--- config.mk ---
export PLATFORM = sky130hd
export DESIGN_NAME = age_ordered_rs
export DESIGN_NICKNAME = d
export VERILOG_FILES = /design/src/rtl/ooo_pkg.sv /design/src/rtl/rs_age_matrix.sv /design/src/rtl/age_ordered_rs.sv
export SDC_FILE = /design/constraint.sdc
export NUM_CORES = 2
export LEC_CHECK = 0
export CORE_ASPECT_RATIO = 1.75
export CORE_MARGIN = 8
export CORE_UTILIZATION = 38
export CTS_BUF_LIST = sky130_fd_sc_hd__clkbuf_4 sky130_fd_sc_hd__clkbuf_8
export CTS_CLUSTER_SIZE = 20
export DETAILED_ROUTE_END_ITERATION = 7
export SLEW_MARGIN = 15
export SYNTH_ARGS = -nofsm -noshare
export SYNTH_HDL_FRONTEND = slang
export SYNTH_SLANG_ARGS = --single-unit
export TNS_END_PERCENT = 20
--- constraint.sdc ---
create_clock -name clock -period 5.4 [get_ports clock]
set_clock_uncertainty 0.15 [all_clocks]
set_input_delay 0.54 -clock clock [delete_from_list [all_inputs] [get_ports clock]]
set_output_delay 0.54 -clock clock [all_outputs]
set_load 0.005 [all_outputs]
--- src/rtl/ooo_pkg.sv ---
// rtl/ooo_pkg.sv - shared widths and entry types for the out-of-order core
package ooo_pkg;

  localparam int RS_ENTRIES_DEF     = 8;
  localparam int ROB_ADDR_WIDTH_DEF = 4;
  localparam int OP_WIDTH_DEF       = 4;
  localparam int CDB_PORTS_DEF      = 2;
  localparam int DATA_WIDTH         = 32;

  typedef logic [ROB_ADDR_WIDTH_DEF-1:0] rob_tag_t;
  typedef logic [OP_WIDTH_DEF-1:0]       op_t;
  typedef logic [DATA_WIDTH-1:0]         data_t;

  // One source operand: either holds its value or waits on a producer tag
  typedef struct packed {
    logic     ready;
    rob_tag_t tag;
    data_t    value;
  } rs_src_t;

  typedef struct packed {
    logic     valid;
    op_t      op;
    rs_src_t  src1;
    rs_src_t  src2;
    rob_tag_t dest_tag;
  } rs_entry_t;

endpackage

--- src/rtl/rs_age_matrix.sv ---
// rtl/rs_age_matrix.sv - dispatch-order age matrix with oldest-ready grant
module rs_age_matrix
  import ooo_pkg::*;
#(
  parameter int ENTRIES = RS_ENTRIES_DEF
) (
  input  logic               clock,
  input  logic               reset,
  input  logic               clear,
  input  logic [ENTRIES-1:0] alloc,
  input  logic [ENTRIES-1:0] free,
  input  logic [ENTRIES-1:0] req,
  output logic [ENTRIES-1:0] grant
);

  // older[i][j] set means slot i was dispatched before slot j
  logic [ENTRIES-1:0][ENTRIES-1:0] older;
  logic [ENTRIES-1:0]              blocked;

  // A new slot is younger than every other slot; freed slots drop their relations
  always_ff @(posedge clock) begin
    if (reset || clear) begin
      older <= '0;
    end else begin
      for (int i = 0; i < ENTRIES; i++) begin
        for (int j = 0; j < ENTRIES; j++) begin
          if (alloc[j] && (i != j)) begin
            older[i][j] <= 1'b1;
          end else if (alloc[i]) begin
            older[i][j] <= 1'b0;
          end else if (free[i] || free[j]) begin
            older[i][j] <= 1'b0;
          end
        end
      end
    end
  end

  // A requester is blocked when any older slot is also requesting
  always_comb begin
    blocked = '0;
    for (int i = 0; i < ENTRIES; i++) begin
      for (int j = 0; j < ENTRIES; j++) begin
        if ((j != i) && req[j] && older[j][i]) begin
          blocked[i] = 1'b1;
        end
      end
    end
  end

  assign grant = req & ~blocked;

endmodule

--- src/rtl/age_ordered_rs.sv ---
// rtl/age_ordered_rs.sv - age-ordered reservation station; RS_PERF_CNT_EN adds perf counters
module age_ordered_rs
  import ooo_pkg::*;
#(
  parameter int RS_ENTRIES     = RS_ENTRIES_DEF,
  parameter int ROB_ADDR_WIDTH = ROB_ADDR_WIDTH_DEF,
  parameter int OP_WIDTH       = OP_WIDTH_DEF,
  parameter int CDB_PORTS      = CDB_PORTS_DEF
) (
  input  logic                                     clock,
  input  logic                                     reset,
  input  logic                                     flush,
  input  logic                                     dispatch_valid,
  output logic                                     dispatch_ready,
  input  logic [OP_WIDTH-1:0]                      dispatch_op,
  input  logic [31:0]                              dispatch_src1_value,
  input  logic [31:0]                              dispatch_src2_value,
  input  logic                                     dispatch_src1_ready,
  input  logic                                     dispatch_src2_ready,
  input  logic [ROB_ADDR_WIDTH-1:0]                dispatch_src1_tag,
  input  logic [ROB_ADDR_WIDTH-1:0]                dispatch_src2_tag,
  input  logic [ROB_ADDR_WIDTH-1:0]                dispatch_dest_tag,
  input  logic [CDB_PORTS-1:0]                     cdb_valid,
  input  logic [CDB_PORTS-1:0][ROB_ADDR_WIDTH-1:0] cdb_tag,
  input  logic [CDB_PORTS-1:0][31:0]               cdb_data,
  output logic                                     issue_valid,
  input  logic                                     issue_ready,
  output logic [OP_WIDTH-1:0]                      issue_op,
  output logic [31:0]                              issue_src1_value,
  output logic [31:0]                              issue_src2_value,
  output logic [ROB_ADDR_WIDTH-1:0]                issue_dest_tag,
  output logic [$clog2(RS_ENTRIES+1)-1:0]          rs_count
`ifdef RS_PERF_CNT_EN
  ,
  output logic [31:0]                              perf_issue_cnt,
  output logic [31:0]                              perf_stall_cnt
`endif
);

  localparam int RS_CNT_W = $clog2(RS_ENTRIES+1);

  rs_entry_t             entries [RS_ENTRIES];
  rs_entry_t             new_entry;
  rs_src_t               src1_in;
  rs_src_t               src2_in;
  logic [RS_ENTRIES-1:0] valid_vec;
  logic [RS_ENTRIES-1:0] req_vec;
  logic [RS_ENTRIES-1:0] grant;
  logic [RS_ENTRIES-1:0] free_slot;
  logic [RS_ENTRIES-1:0] alloc_oh;
  logic [RS_ENTRIES-1:0] free_oh;
  logic                  slot_found;
  logic                  do_dispatch;
  logic                  do_issue;

  // Capture a broadcast result for a waiting operand; the lowest bus wins ties
  function automatic rs_src_t wake(input rs_src_t s);
    rs_src_t r;
    r = s;
    if (!s.ready) begin
      for (int p = CDB_PORTS - 1; p >= 0; p--) begin
        if (cdb_valid[p] && (rob_tag_t'(cdb_tag[p]) == s.tag)) begin
          r.ready = 1'b1;
          r.value = cdb_data[p];
        end
      end
    end
    return r;
  endfunction

  assign dispatch_ready = (rs_count < RS_CNT_W'(RS_ENTRIES));
  assign do_dispatch    = dispatch_valid && dispatch_ready && !flush;
  assign issue_valid    = (|req_vec) && !flush;
  assign do_issue       = issue_valid && issue_ready;
  assign free_oh        = grant & {RS_ENTRIES{do_issue}};
  assign alloc_oh       = free_slot & {RS_ENTRIES{do_dispatch}};

  // Occupancy and readiness per slot from registered state only
  always_comb begin
    valid_vec = '0;
    req_vec   = '0;
    for (int i = 0; i < RS_ENTRIES; i++) begin
      valid_vec[i] = entries[i].valid;
      req_vec[i]   = entries[i].valid && entries[i].src1.ready && entries[i].src2.ready;
    end
  end

  // Lowest-index empty slot receives the next dispatch
  always_comb begin
    free_slot  = '0;
    slot_found = 1'b0;
    for (int i = 0; i < RS_ENTRIES; i++) begin
      if (!valid_vec[i] && !slot_found) begin
        free_slot[i] = 1'b1;
        slot_found   = 1'b1;
      end
    end
  end

  // Build the incoming entry, letting same-cycle broadcasts wake its operands
  always_comb begin
    src1_in.ready      = dispatch_src1_ready;
    src1_in.tag        = rob_tag_t'(dispatch_src1_tag);
    src1_in.value      = dispatch_src1_value;
    src2_in.ready      = dispatch_src2_ready;
    src2_in.tag        = rob_tag_t'(dispatch_src2_tag);
    src2_in.value      = dispatch_src2_value;
    new_entry.valid    = 1'b1;
    new_entry.op       = op_t'(dispatch_op);
    new_entry.src1     = wake(src1_in);
    new_entry.src2     = wake(src2_in);
    new_entry.dest_tag = rob_tag_t'(dispatch_dest_tag);
  end

  // Entry storage: allocate, free on issue, and wake waiting operands
  always_ff @(posedge clock) begin
    for (int i = 0; i < RS_ENTRIES; i++) begin
      if (reset || flush) begin
        entries[i].valid <= 1'b0;
      end else if (alloc_oh[i]) begin
        entries[i] <= new_entry;
      end else begin
        if (free_oh[i]) begin
          entries[i].valid <= 1'b0;
        end
        if (entries[i].valid) begin
          entries[i].src1 <= wake(entries[i].src1);
          entries[i].src2 <= wake(entries[i].src2);
        end
      end
    end
  end

  // Occupancy count tracks dispatches in and issues out
  always_ff @(posedge clock) begin
    if (reset || flush) begin
      rs_count <= '0;
    end else begin
      rs_count <= rs_count + RS_CNT_W'(do_dispatch) - RS_CNT_W'(do_issue);
    end
  end

  rs_age_matrix #(
    .ENTRIES (RS_ENTRIES)
  ) u_age (
    .clock (clock),
    .reset (reset),
    .clear (flush),
    .alloc (alloc_oh),
    .free  (free_oh),
    .req   (req_vec),
    .grant (grant)
  );

  // Present the granted (oldest ready) entry on the issue port
  always_comb begin
    issue_op         = '0;
    issue_src1_value = '0;
    issue_src2_value = '0;
    issue_dest_tag   = '0;
    for (int i = 0; i < RS_ENTRIES; i++) begin
      if (grant[i]) begin
        issue_op         = OP_WIDTH'(entries[i].op);
        issue_src1_value = entries[i].src1.value;
        issue_src2_value = entries[i].src2.value;
        issue_dest_tag   = ROB_ADDR_WIDTH'(entries[i].dest_tag);
      end
    end
  end

`ifdef RS_PERF_CNT_EN
  // Issue handshakes and dispatch stall cycles; flush does not touch them
  always_ff @(posedge clock) begin
    if (reset) begin
      perf_issue_cnt <= '0;
      perf_stall_cnt <= '0;
    end else begin
      if (do_issue) begin
        perf_issue_cnt <= perf_issue_cnt + 32'd1;
      end
      if (dispatch_valid && !dispatch_ready) begin
        perf_stall_cnt <= perf_stall_cnt + 32'd1;
      end
    end
  end
`endif

endmodule

==> flow_metrics.py <==
metrics = {
    "outcome": {
        "status": "finished, violations left",
        "violations": "negative setup slack",
    },
    "yosys": {
        "yosysTopAreaCell": "edfxtp_1",
        "synth_ff_type": "edfxtp_1",
        "netlist_area_um2": 41490,
        "async_flop_share_pct": 0,
        "synth_fa_ha_area_share_pct": 0.1689,
        "synthCells": 4231,
        "ys_types": 65,
        "synth_top_family_by_area": "compound AO/OA/AOI/OAI gates",
        "muxShareOfSynthArea_pct": 0,
        "yosys.area_share.simple_pct": 11.21,
        "ys_warn_count": 0,
        "synth-compound-area-share_pct": 28.60,
        "syn_avg_cell_area_um2": 9.805,
        "synth-edff-count": 664,
        "synth_top_cell_area_share_pct": 48.06,
        "synthXorXnorAreaFrac_pct": 3.040,
        "ys_ff_latch": 724,
        "yosys-top-cells-area": "edfxtp_1 (48%), a211oi_1 (9.3%), a21oi_1 (7.2%)",
        "synth_fp_nets": 4397,
        "yosysSeqAreaShare_pct": 50.96,
    },
    "floorplan": {
        "fp.dieArea_um2": 120400,
        "die_h_um": 453.1,
        "fp.dieW_um": 265.8,
        "initial_core_util_pct": 38.23,
        "fp-row-count": 160,
        "fp.coreArea_um2": 108500,
        "pin_count": 239,
    },
    "timing": {
        "slew_violations": 0,
        "fin_crit_sh_pct": 102.5,
        "fin_ws_ns": -0.1347,
        "tightestPinTransition_ns": 1.210,
        "fin_setup_tns_ns": -0.2948,
        "timing.fmax_ghz": 0.1807,
        "hold_slack_ns": 0.3046,
        "setup_violations": 4,
        "layout_min_cycle_time_ns": 5.535,
        "slew_headroom_pct": 19.35,
        "hold_violations": 0,
        "rsz0062_at_grt": "true",
    },
    "clocking": {
        "cts_root_buffer": "clkbuf_8",
        "clockBufferDepth": 3,
        "cts_inserted_buffers": 110,
        "cts_num_sinks": 724,
        "clkTransAtPathRegs_ns": 0.07,
        "cts_max_level": 3,
        "cts_tree": "yes",
        "hold_buffers": 0,
        "clock_latency_ns": 0.82,
    },
    "setup_path": {
        "cp_top_family": "compound AO/OA/AOI/OAI gates",
        "slowest_stage": "edfxtp_1",
        "critPathArrivalTime_ns": 4.84,
        "start_kind": "flip-flop",
        "worst-setup-path-type": "flip-flop to output pin",
        "crit_chain": "nand4_1 -> o2111a_2 -> nand2_4 -> buf_4 -> a311oi_1 -> o32a_1 -> a21oi_1 -> clkdlybuf4s50_1",
        "end_kind": "output pin",
        "cp.buffers_inverters": 2,
        "cp.required_ns": 4.71,
        "cp_max_fo": 35,
        "cpPeakStageDelay_ns": 0.64,
    },
    "layout": {
        "mostFrequentLayoutCell": "edfxtp_1",
        "multi_input_area_um2": 18290,
        "final_cell_mix": "edfxtp_1 (664), nor2_1 (625), a21oi_1 (592), a211oi_1 (512), clkdlybuf4s50_1 (236)",
        "fin_nets": 4355,
        "syn2layout_area_growth_pct": 14.54,
        "drive_above_1_share_pct": 10.72,
        "utilization_pct": 43.79,
        "regArea_um2": 21140,
        "n_fill_cell": 10480,
    },
    "route": {
        "routed_via_density": 6.639,
        "antenna_left": 0,
        "wirelength_mm": 182.7,
        "drt_pass1_iterations": 6,
        "dr_total_vias": 38140,
        "drc": 0,
        "routedWlPerCell_um": 31.80,
        "drt_iter0_drc": 4609,
    },
    "power": {
        "p_int_mw": 9.193,
        "finalPower_mw": 12.58,
        "power.density_nw_per_um2": 264.7,
        "power.switching_mw": 3.383,
        "clock_power_share_pct": 37.9,
        "ir_drop_mv": 0.1831,
        "p_sw_share_pct": 26.90,
        "leakagePower_nw": 15.71,
        "p_comb_share_pct": 12.6,
        "seqPwrFrac_pct": 49.5,
    },
    "global_route": {
        "grt_pass1_wl_mm": 257.4,
        "grt-ovfl-total": 0,
        "antenna_found_initial": 8,
        "grt_max_degree": 132,
        "gr-usage-all-layers_pct": 29.09,
        "grt_pass1_vias": 36730,
    },
    "job": {
        "maxCapViolCount": 0,
    },
    "placement": {
        "place_ws_ns": 0.9276,
        "hpwlAfterDp_mm": 109.6,
        "gp_congestion": 0.9945,
        "io_buffers": 238,
    },
    "hold_path": {
        "hold_class": "flip-flop to flip-flop",
    },
}
==> final timing paths <==
kind / from / slack (ns) / end / cells past startpoint
worst max-delay path: entries[0][248] / -0.13 / issue_src1_value[25] / 8
worst min-delay path: u_age.older[31] / 0.30 / u_age.older[31] / 1
worst max register to register: entries[1][165] / 1.85 / u_age.older[62] / 7
worst min register to register: u_age.older[31] / 0.30 / u_age.older[31] / 1
==> Yosys cell counts (5+ instances only) <==
cell,instances
a211oi_1,512
a21o_1,50
a21oi_1,593
a22oi_1,14
a311oi_1,145
a31oi_1,75
and3_1,153
buf_1,25
buf_2,80
buf_6,10
clkbuf_1,422
clkinv_1,33
dfxtp_1,60
edfxtp_1,664
inv_1,38
nand2_1,49
nand3_1,7
nand4_1,30
nor2_1,627
nor3_1,85
nor4_1,27
o2111a_1,5
o22ai_1,162
o22ai_2,49
o31ai_1,19
o32a_1,77
or2_1,7
xnor2_1,43
xor2_1,101
==> final cells by class <==
class                      count  area share, %
clock buffer                 149          3.855
inverter                      74         0.5846
multi-input combinational   2893          38.48
timing repair buffer         386          7.926
clock inverter                55         0.7926
tap                         1458          3.839
sequential                   724          44.49
antenna                        6        0.03160
==> timing repair <==
item,CTS,global route
gates resized for setup,0,3
endpoints found under the setup margin,0,8
endpoints found under the hold margin,0,0
setup buffers,0,2
==> routing by layer <==
layer / GRT usage, % / wire, um
met3: 5.519 / 18790
met2: 48.78 / 87550
met4: 19.00 / 13180
met1: 33.76 / 63130
met5: 0 / 24
==> power by group through the flow <==
stage                     logic [mW]  registers (mW)  clock network (mW)
final                           1.59            6.23                4.76
after CTS                       1.55            6.23                4.79
after global routing            1.67            6.23                5.00
after detailed placement        1.55            6.35                   0
after floorplan                0.882            6.33                   0
after global placement          1.52            6.35                   0
==> stage by stage <==
step                std cells  instance area (um2)
floorplan                4231                41490
global placement         5532                45260
detailed placement       5532                45260
CTS                      5736                47460
global route             5742                47510
finish                   5745                47520
==> state kept, by name, summed over array words and instances (netlist names) <==
name and flops:
u_age.older 56, rs_count 4, entries 664
==> kinds of logic after synthesis <==
group,after synthesis
flip-flops,724
XOR/XNOR,144
buffers and inverters,615
adder cells (fa/ha/maj),5
AO/OA/AOI/OAI,1723
AND/OR/NAND/NOR,1020
No activity file was read; power rests on OpenSTA's default activity.
